[src/rtl/div_request_sequencer.sv]
// Front-end sequencer for the repeated-subtraction divider: operand handshake,
// core reset/start sequencing, divide-by-zero bypass and a WAIT watchdog.
module div_request_sequencer #(
    parameter int WIDTH   = 16,
    parameter int TIMEOUT = 2**WIDTH + 8
) (
    input  logic             clk,
    input  logic             rst,
    input  logic             in_valid,
    output logic             in_ready,
    input  logic [WIDTH-1:0] in_dividend,
    input  logic [WIDTH-1:0] in_divisor,
    output logic [WIDTH-1:0] op_a,
    output logic [WIDTH-1:0] op_b,
    output logic             div_rst,
    output logic             div_start,
    input  logic             div_done,
    input  logic [WIDTH-1:0] div_quotient,
    input  logic [WIDTH-1:0] div_remainder,
    output logic             out_valid,
    input  logic             out_ready,
    output logic [WIDTH-1:0] out_quotient,
    output logic [WIDTH-1:0] out_remainder,
    output logic             out_dz,
    output logic             out_err,
    output logic             busy
);
    localparam int CW = $clog2(TIMEOUT + 1);

    typedef enum logic [2:0] {S_IDLE, S_CLEAR, S_START, S_WAIT, S_OUT} state_t;

    state_t           r_state, w_next;
    logic [CW-1:0]    r_wdog;
    logic             r_div_rst, r_div_start;
    logic [WIDTH-1:0] r_op_a, r_op_b, r_q, r_r;
    logic             r_dz, r_err;
    logic             w_zero, w_expire;

    assign w_zero   = (in_divisor == '0);
    assign w_expire = (r_wdog == CW'(TIMEOUT - 1));

    always_ff @(posedge clk or posedge rst) begin
        if (rst) r_state <= S_IDLE;
        else     r_state <= w_next;
    end

    always_comb begin
        w_next = r_state;
        case (r_state)
            S_IDLE:  if (in_valid) w_next = w_zero ? S_OUT : S_CLEAR;
            S_CLEAR: w_next = S_START;
            S_START: w_next = S_WAIT;
            S_WAIT:  if (div_done || w_expire) w_next = S_OUT;
            S_OUT:   if (out_ready) w_next = S_IDLE;
            default: w_next = S_IDLE;
        endcase
    end

    // Core controls are registered from the next state so they line up with CLEAR/START
    // and the core stays in reset while rst is high.
    always_ff @(posedge clk or posedge rst) begin
        if (rst) begin
            r_div_rst   <= 1'b1;
            r_div_start <= 1'b0;
        end else begin
            r_div_rst   <= (w_next == S_CLEAR);
            r_div_start <= (w_next == S_START);
        end
    end

    always_ff @(posedge clk or posedge rst) begin
        if (rst) begin
            r_op_a <= '0;
            r_op_b <= '0;
            r_q    <= '0;
            r_r    <= '0;
            r_dz   <= 1'b0;
            r_err  <= 1'b0;
            r_wdog <= '0;
        end else begin
            case (r_state)
                S_IDLE: if (in_valid) begin
                    r_op_a <= in_dividend;
                    r_op_b <= in_divisor;
                    r_dz   <= 1'b0;
                    r_err  <= 1'b0;
                    if (w_zero) begin
                        r_q  <= '1;
                        r_r  <= in_dividend;
                        r_dz <= 1'b1;
                    end
                end
                S_START: r_wdog <= '0;
                // done wins over a simultaneous watchdog expiry
                S_WAIT: begin
                    if (div_done) begin
                        r_q <= div_quotient;
                        r_r <= div_remainder;
                    end else if (w_expire) begin
                        r_err <= 1'b1;
                        r_q   <= '0;
                        r_r   <= '0;
                    end else begin
                        r_wdog <= r_wdog + 1'b1;
                    end
                end
                default: ;
            endcase
        end
    end

    assign in_ready      = (r_state == S_IDLE);
    assign out_valid     = (r_state == S_OUT);
    assign busy          = (r_state != S_IDLE);
    assign div_rst       = r_div_rst;
    assign div_start     = r_div_start;
    assign op_a          = r_op_a;
    assign op_b          = r_op_b;
    assign out_quotient  = r_q;
    assign out_remainder = r_r;
    assign out_dz        = r_dz;
    assign out_err       = r_err;
endmodule

[config.mk]
export PLATFORM = sky130hd
export DESIGN_NAME = div_request_sequencer
export DESIGN_NICKNAME = d
export VERILOG_FILES = /design/src/rtl/div_request_sequencer.sv
export SDC_FILE = /design/constraint.sdc
export NUM_CORES = 1
export LEC_CHECK = 0
export BUFFER_PORTS_ARGS = -buffer_cell sky130_fd_sc_hd__buf_2
export CAP_MARGIN = 5
export CORE_MARGIN = 2
export CORE_UTILIZATION = 48
export CTS_CLUSTER_DIAMETER = 100
export CTS_CLUSTER_SIZE = 25
export DETAILED_ROUTE_END_ITERATION = 7
export GPL_TIMING_DRIVEN = 0
export PLACE_DENSITY = 0.84
export SETUP_SLACK_MARGIN = 0.15
export SLEW_MARGIN = 20
export SYNTH_ARGS = -nofsm -noshare
export SYNTH_HDL_FRONTEND = slang
export SYNTH_SLANG_ARGS = --single-unit
[constraint.sdc]
create_clock -name clk -period 6.9 [get_ports clk]
set_input_delay 0.345 -clock clk [delete_from_list [all_inputs] [get_ports clk]]
set_output_delay 0.345 -clock clk [all_outputs]
set_load 0.03 [all_outputs]
Yosys cells after proc, flatten, opt, wreduce, memory -nomap -nowiden:

Index checks and enable logic that the tools add are counted.

* bits of input ports: 69
* latch bits: 0
* word-level logic and storage cells: 56
* RAM bits: 0
* register bits: 88
* ROM bits: 0
* output and inout bits: 71
* memories kept: 0

* add/subtract/negate cells: 1
* multiplexer cells: 22
* reduce and logical (&&, ||, !) cells: 10
* eq/ne operators: 13
* div/mod/pow operators: 0
* bitwise gates (word level): 0
* magnitude comparators: 0
* multiply operators: 0
* shift operators: 0

Operators with widths (number)
* two-way mux 16 bit: 7
* one-hot mux 16 bit (2 select lines): 2
* two-way mux 17 bit: 2
* one-hot mux 17 bit (2 select lines): 1
* adder 17 x 1 -> 17 bit, second input constant: 1
* equality test 17 bit, second input constant: 1
* zero test 16 bit: 1
* one-hot mux 3 bit (5 select lines): 1
* two-way mux 3 bit: 4
* equality test 3 x 2 -> 1 bit, second input constant: 3
* inequality test 2 bit, second input constant: 4
* AND reduction 4 bit: 2
* equality test 3 x 1 -> 1 bit, second input constant: 2
* two-way mux 1 bit: 4
* nonzero test 2 bit: 2
* equality test 3 bit, second input constant: 1
* zero test 3 bit: 1
* inequality test 3 bit, second input constant: 1
* AND reduction 3 bit: 1
* nonzero test 3 bit: 1
* inequality test 2 x 1 -> 1 bit, second input constant: 1
* one-hot mux 1 bit (2 select lines): 1
* AND reduction 2 bit: 1
* logical OR 1 bit: 1

Depth between registers and ports, before layout:

Gate-level depths: netlist of run 1.

* depth in word-level cells: 5
* mapped depth: 8

Least setup slack after synthesis of run 1:

OpenSTA, ideal clock, no wires.

* kind: register to register
* start: register r_state[0]
* end: register r_r[0] (netlist: out_remainder[0])
* required time: 6774 ps
* path slack: 4740 ps
* period minus slack after synthesis: 2160 ps
* library setup time: 126 ps
* stages on the path, launching flop included: 9
* data arrival time: 2034 ps
* cell sequence: dfrtp_1 buf_2 nor3_2 nand2_1 or2_2 clkbuf_1 buf_2 nand3_1 o21ai_0

* longest elaborated chain between the ends: 3

Ends and longest elaborated chain
* start, declared: RTL line 32 `state_t r_state, w_next;`
* start signal, assigned: RTL line 44 `else r_state <= w_next;`
* zero test 3 bit *
* net in_ready: RTL line 10 `output logic in_ready,`
* inequality test 2 x 1 -> 1 bit (no line), or another cell as far along
* AND reduction 4 bit (no line)
* end signal, assigned: RTL line 89 `r_r <= in_dividend;`
* end signal, assigned: RTL line 98 `r_r <= div_remainder;`
* end, declared: RTL line 35 `logic [WIDTH-1:0] r_op_a, r_op_b, r_q, r_r;`

Mark *: on every way through the listed nets, which the timed path passes. The rest lies on a longest branch.
A chain may end at the register's enable or synchronous reset.

Worst setup path after layout of run 1:

* start: register r_state[0]
* end: register r_r[5] (netlist: out_remainder[5])

* longest elaborated chain between the ends: 3

Ends and longest elaborated chain
* equality test 3 x 2 -> 1 bit / zero test 3 bit (equally long branches): RTL line 81 `case (r_state)`
* inequality test 3 bit (no line), or another cell as far along
* AND reduction 4 bit (no line)

Several ways; a longest one is shown, not always the timed one.

==> results.md, run 1 <==
- Via density: 5.47
- Hold-fix buffers, CTS: 0
- Die H: 95.0 um
- Final cycle utilization of the critical path: 0.345
- Hpwl dp: 8.13 mm
- Tmin final: 2380 ps
- Critical Path RT: 7180 ps
- Worst-path fanout max: 10
- Unrepaired setup endpoints after global routing: false
- Startpoint Class: register
- Clock Pin Slew Worst Setup and Hold Paths: 90 ps
- Crit path cell chain: buf_2 > nor3_2 > nand2_1 > nor2_1 > nor2_2 > buf_6 > o21ai_0
- Core area: 8130 sq um
- Final WL: 10.8 mm
- Cells after synthesis: 447
- Post-CTS Setup Bufs: 0
- Final worst slack: 4520 ps
- CP endpoint kind: register
- Later-pin clock latency in the skew report: 360 ps
- Die width: 95.0 um
- Htree depth: 3
- # IOs: 140
- Register area: 2200 sq um
- Grt met2 use: 0.396
- Area of the multi-input gates: 1640 sq um
- Vias in the first global route: 3662
- VDD IR max: 0.226 mV
- Clock sink count: 88
- R2r setup slk: 4520 ps
- Worst r2r dst: out_remainder[5]
- Largest net degree at the start of global routing: 49
- Number of synthesized flops with an enable pin: 0
- MaxCap Viol Count: 0
- YS warnings: 0
- #FFs+latches synth: 88
- Dpl ws: 4580 ps
- Sequential area share after synthesis: 0.554
- WL/cell: 15.3 um
- CTS buffer count: 9
- Commonest register cell after synthesis: dfrtp_1
- CTS tree: built
- Rel. slew slack: 0.585
- Most instantiated cells after synthesis: nand2_1 (114), dfrtp_1 (87), a21oi_1 (37), o21ai_0 (27)
- Area leader, netlist: dfrtp_1
- Synth top area share: 0.548
- Slew Viols, Final: 0
- Clock skew: 10.4 ps
- Fin nets: 668
- Clk buf depth: 2
- Hold/Removal Path Class: primary input to async pin
- Initial antenna violation count: 0
- Antenna cells: 0
- PD cells: 456 nW/um^2
- GRT Max-Usage Layer: met2
- Gp weighted congestion: 0.918
- Post-cts resize count: 0
- Num rows: 33
- Met1 usage: 0.344
- M3 GR Usage: 0.0530
- Fill cells: 703
- Synth cell types: 42
- Status: complete, no violations
- Via Count: 3872
- Tot Pwr: 2290 uW
- Worst-Margin Slew: 621 ps
- First-pass GRT wire length: 17.6 mm
- Crit path largest cell delay: 570 ps
- Setup violators final: 0
- Initial DRC count: 302
- Static Leak: 0.00259 uW
- Drt first pass iters: 4
- WP data arrival: 2650 ps
- DRC: 0
- Port-buffer cells: 139
- Synthesized net count: 517
- Reg2reg start: r_state[0]
- Area contributors post-synth: dfrtp_1 (55%), nand2_1 (11%), a21oi_1 (4.7%)
- Count leader, synth: nand2_1
- Setup CP Type: register to register
- Clock Tree Root: clkbuf_8
- Gr ovfl total: 0
- Initial cell density of the core: 0.489
- Slowest cell on crit path: nor2_1
- Worst reg-to-reg path cell count: 7
- Asr flop ratio synth: 1.00
- Syn avg cell area: 8.90 sq um
- Total negative setup slack: 0 ps
- Fin. Hold Viols: 0
- Number of routed nets with antenna violations: 0
- Layout area overhead: 26.3%
- Die Area: 9030 sq um
- Post-Syn Area: 3980 sq um
- Fmax: 0.421 GHz
- Layout cells sized above 1: 0.285
- Total Routing Usage GR: 0.253
## final cells by class
type                    instances  area share
well taps                     105      0.0262
repair buffers                140       0.143
plain buffers                  26      0.0222
clock buffers                  12      0.0289
multi-input cells             327       0.326
inverters                       6     0.00498
flip-flops and latches         88       0.439
clock inverters                 4      0.0102
## worst max-delay path by stage
stage                             endpoint        from  cells after the start
after floorplan                  div_start         rst                      1
after detailed placement  out_remainder[5]  r_state[0]                      7
after CTS                 out_remainder[5]  r_state[0]                      7
final                     out_remainder[5]  r_state[0]                      7
after global placement            op_b[11]         rst                      2
after global routing      out_remainder[5]  r_state[2]                      6
## registers in the layout, summed over array words and instances, names as in the netlist
signal and count:
r_state 3, op_b 16, out_remainder 16, div_rst 1
r_wdog 17, div_start 1, op_a 16, out_quotient 16
out_err 1, out_dz 1
## layer usage
metal / up-vias / routed length [um]
met4: 0 / 266
met2: 129 / 5250
li1: 1862 / -
met3: 24 / 728
met5: - / 0
met1: 1857 / 4580
## per-stage QoR
stage                     instance area, sq um  hold slack, ps  std cells   util
after floorplan                           3980             450        447      -
after global placement                    4800             455        691  0.591
after detailed placement                  4830             457        692  0.593
after CTS                                 5020            65.0        708  0.617
after global routing                      5020             106        708  0.617
final                                     5020            51.7        708  0.617
## cell usage in the layout, fill, tap and decap left out, types with 2 or more instances in the layout
cell type | synthesis | final
dfrtp_1 | 87 | 87
clkbuf_8 | 0 | 10
o21ai_0 | 27 | 27
and4_1 | 4 | 4
or4_1 | 4 | 4
o31ai_1 | 4 | 4
nor4_1 | 7 | 7
nor2_1 | 26 | 26
nand4_1 | 2 | 2
or4b_2 | 2 | 2
nand3_1 | 26 | 26
buf_2 | 5 | 144
and3_1 | 17 | 17
a21oi_1 | 37 | 37
nand2_1 | 114 | 114
o21ai_1 | 2 | 2
or2_2 | 2 | 2
nand2b_1 | 2 | 2
nor3_1 | 22 | 22
and2_1 | 2 | 2
or3_1 | 2 | 2
o311ai_0 | 3 | 3
clkbuf_1 | 20 | 22
inv_1 | 6 | 5
a31oi_1 | 6 | 6
## cells by family (layout without fill, tap and decap cells)
family	count (synthesis)	count (layout)	share of synthesized area
AOI/OAI and AO/OA	86	86	0.123
adders and majority gates	1	1	0.00315
buffers and inverters	32	188	0.0337
DFF	88	88	0.554
and+or+nand+nor	240	240	0.286
## where the power goes
part | leakage (uW) | internal (uW) | switching (uW)
clock | 0.0000970 | 178 | 185
combinational | 0.00139 | 314 | 788
sequential | 0.00111 | 713 | 112
## worst max-delay path: cells and delay by family (launching register included)
kind | cells | cell delay [ps]
AND/OR/NAND/NOR | 4 | 1360
buffers and inverters | 2 | 370
flip-flops | 1 | 370
AO/OA/AOI/OAI | 1 | 180
No activity file was read; power rests on OpenSTA's default activity.
==> run 2, diff against run 1 <==
--- a/config.mk
+++ b/config.mk
@@ -8,12 +8,12 @@
 export BUFFER_PORTS_ARGS = -buffer_cell sky130_fd_sc_hd__buf_2
 export CAP_MARGIN = 5
 export CORE_MARGIN = 2
-export CORE_UTILIZATION = 48
+export CORE_UTILIZATION = 45
 export CTS_CLUSTER_DIAMETER = 100
 export CTS_CLUSTER_SIZE = 25
 export DETAILED_ROUTE_END_ITERATION = 7
 export GPL_TIMING_DRIVEN = 0
-export PLACE_DENSITY = 0.84
+export PLACE_DENSITY = 0.83
 export SETUP_SLACK_MARGIN = 0.15
 export SLEW_MARGIN = 20
 export SYNTH_ARGS = -nofsm -noshare
==> constraint.sdc (replaced) <==
create_clock -name clk -period 2.05 [get_ports clk]
set_input_delay 0.1025 -clock clk [delete_from_list [all_inputs] [get_ports clk]]
set_output_delay 0.1025 -clock clk [all_outputs]
set_load 0.03 [all_outputs]
==> run 2 against run 1 <==
Clock power grew to 3.5 times the previous value. Design area is 16% higher. Non-clock buffer count is 54 higher. Clock skew down 1.8 ps. First-iteration DRC count is 16% higher. Power increased to 3.6 times the previous value. Combinational power increased to 3.7 times the previous value. Clock-buffer cell count shrank 1. Largest power group unchanged. Highest routed layer unchanged.
==> results.md, run 2 (same netlist as run 1, synthesis figures left out) <==
- Status: complete, no violations
- Fin. Hold Viols: 0
- Clock sink count: 88
- VDD IR max: 0.800 mV
- Port-buffer cells: 139
- Dpl ws: -327 ps
- Clk buf depth: 2
- Worst reg-to-reg path cell count: 4
- Via Count: 4288
- Num rows: 34
- WP buf/inv: 0
- Die H: 98 um
- First-pass GRT wire length: 20.6 mm
- Core area: 8640 sq um
- Critical Path RT: 2330 ps
- Startpoint Class: register
- Layout area overhead: 47.0%
- WL/cell: 17.1 um
- Clock Tree Root: clkbuf_8
- Max reg flops: 17
- Setup violators final: 0
- Crit path max-delay family: simple AND/OR/NAND/NOR gates
- Drt first pass iters: 6
- Clock skew: 8.56 ps
- PD cells: 1400 nW/um^2
- Final cycle utilization of the critical path: 0.950
- Number of routed nets with antenna violations: 0
- Most common cell after layout, fill and taps aside: buf_2
- Gp weighted congestion: 0.935
- Die Area: 9600 sq um
- Slowest cell on crit path: or4_4
- Crit path cell chain: nand3_1 > or4_4 > or4_1 > a21oi_1
- Fmax: 0.514 GHz
- Unrepaired setup endpoints after global routing: true
- Tot Pwr: 8200 uW
- Final WL: 13.1 mm
- Reg2reg start: r_wdog[5]
- Worst Setup EP: r_wdog[15]
- Hold WS: 3.78 ps
- Slew Viols, Final: 0
- Highest-count cells in the layout ignoring fill and taps: buf_2 (142), nand2_1 (112), dfrtp_1 (79), dlygate4sd3_1 (42), a21oi_1 (36)
- R2r setup slk: 100 ps
- Largest net degree at the start of global routing: 30
- Fin nets: 722
- Tmin final: 1950 ps
- Hold Crit Depth: 3
- # IOs: 140
- HP Start: in_dividend[1]
- Total negative setup slack: 0 ps
- WP data arrival: 2230 ps
- Placed Cells: 697
- Hold/Removal Path Class: primary input to register
- Final worst slack: 103 ps
- CTS buffer count: 9
- Layout cells sized above 1: 0.341
- Crit path depth: 4
- Worst-path fanout max: 6
- Worst r2r dst: r_wdog[15]
- MaxCap Viol Count: 0
- Later-pin clock latency in the skew report: 360 ps
- Initial cell density of the core: 0.460
- Layout Cells excl Fill: 764
- Total Routing Usage GR: 0.267
- Rel. slew slack: 0.604
- CP endpoint kind: register
- CTS tree: built
- DRC: 0
- Vias in the first global route: 4254
- Biggest register: r_wdog
- Worst Setup SP: r_wdog[5]
- Gr ovfl total: 0
- Die width: 98 um
- Static Leak: 0.00291 uW
- Crit path largest cell delay: 560 ps
- Initial antenna violation count: 0
- Antenna cells: 0
- Hpwl dp: 8.31 mm
- Htree depth: 3
- Clock Pin Slew Worst Setup and Hold Paths: 80 ps
- Worst-Margin Slew: 593 ps
- Initial DRC count: 351
- Via density: 5.61
- Setup CP Type: register to register
[run 2: changes by cell type in the layout (fill, tap and decap cells not counted), sizes merged]
| cell | previous run | this run |
|---|---|---|
| buf | 146 | 159 |
| bufinv | 1 | 2 |
| clkbuf | 32 | 30 |
| clkinv | 1 | 2 |
| dlygate4sd3 | 0 | 42 |
| inv | 7 | 5 |
[run 2: through the flow]
stage | util | instance area (sq um)
floorplan | - | 4010
global placement | 0.560 | 4840
detailed placement | 0.568 | 4900
CTS | 0.664 | 5740
global route | 0.677 | 5850
finish | 0.677 | 5850
[run 2: what timing repair did]
| item | CTS | global route |
|---|---|---|
| hold endpoints to repair | 54 | 0 |
| pin swaps | 6 | 4 |
| hold buffers | 42 | 0 |
| resized for setup | 39 | 32 |
| setup buffers | 7 | 2 |
| gates cloned | 1 | 0 |
| endpoints found under the setup margin | 81 | 75 |
[run 2: worst reg2reg max path, stage by stage (launching register included)]
cell and delay (ps):
dfrtp_1 510, nand3_1 160, or4_4 560, or4_1 480, a21oi_1 160
[run 2: area by class of cell]
class	instances	area, sq um
plain buffers	26	176
inverters	6	26.3
flip-flops and latches	88	2210
well taps	108	135
repair buffers	194	1260
clock inverters	4	70.1
fillers	613	2790
multi-input cells	327	1840
clock buffers	11	131
[run 2: worst min-delay path by stage]
stage / endpoint / slack (ps)
after floorplan: op_a[0] / 210
after global placement: r_state[2] / 310
after detailed placement: op_a[2] / 120
after CTS: op_a[1] / 2
after global routing: out_quotient[5] / 4
final: op_a[1] / 4
[run 2: metal layers]
metal | global-route usage | share of wire
met5 | 0 | 0
met4 | 0.112 | 0.041
met3 | 0.0587 | 0.066
met2 | 0.454 | 0.50
met1 | 0.331 | 0.39
[run 2: where the power goes]
part / total (uW) / internal [uW] / switching, uW
registers: 2830 / 2410 / 417
logic: 4110 / 1270 / 2840
clock network: 1260 / 677 / 587
total: 8200 / 4360 / 3840
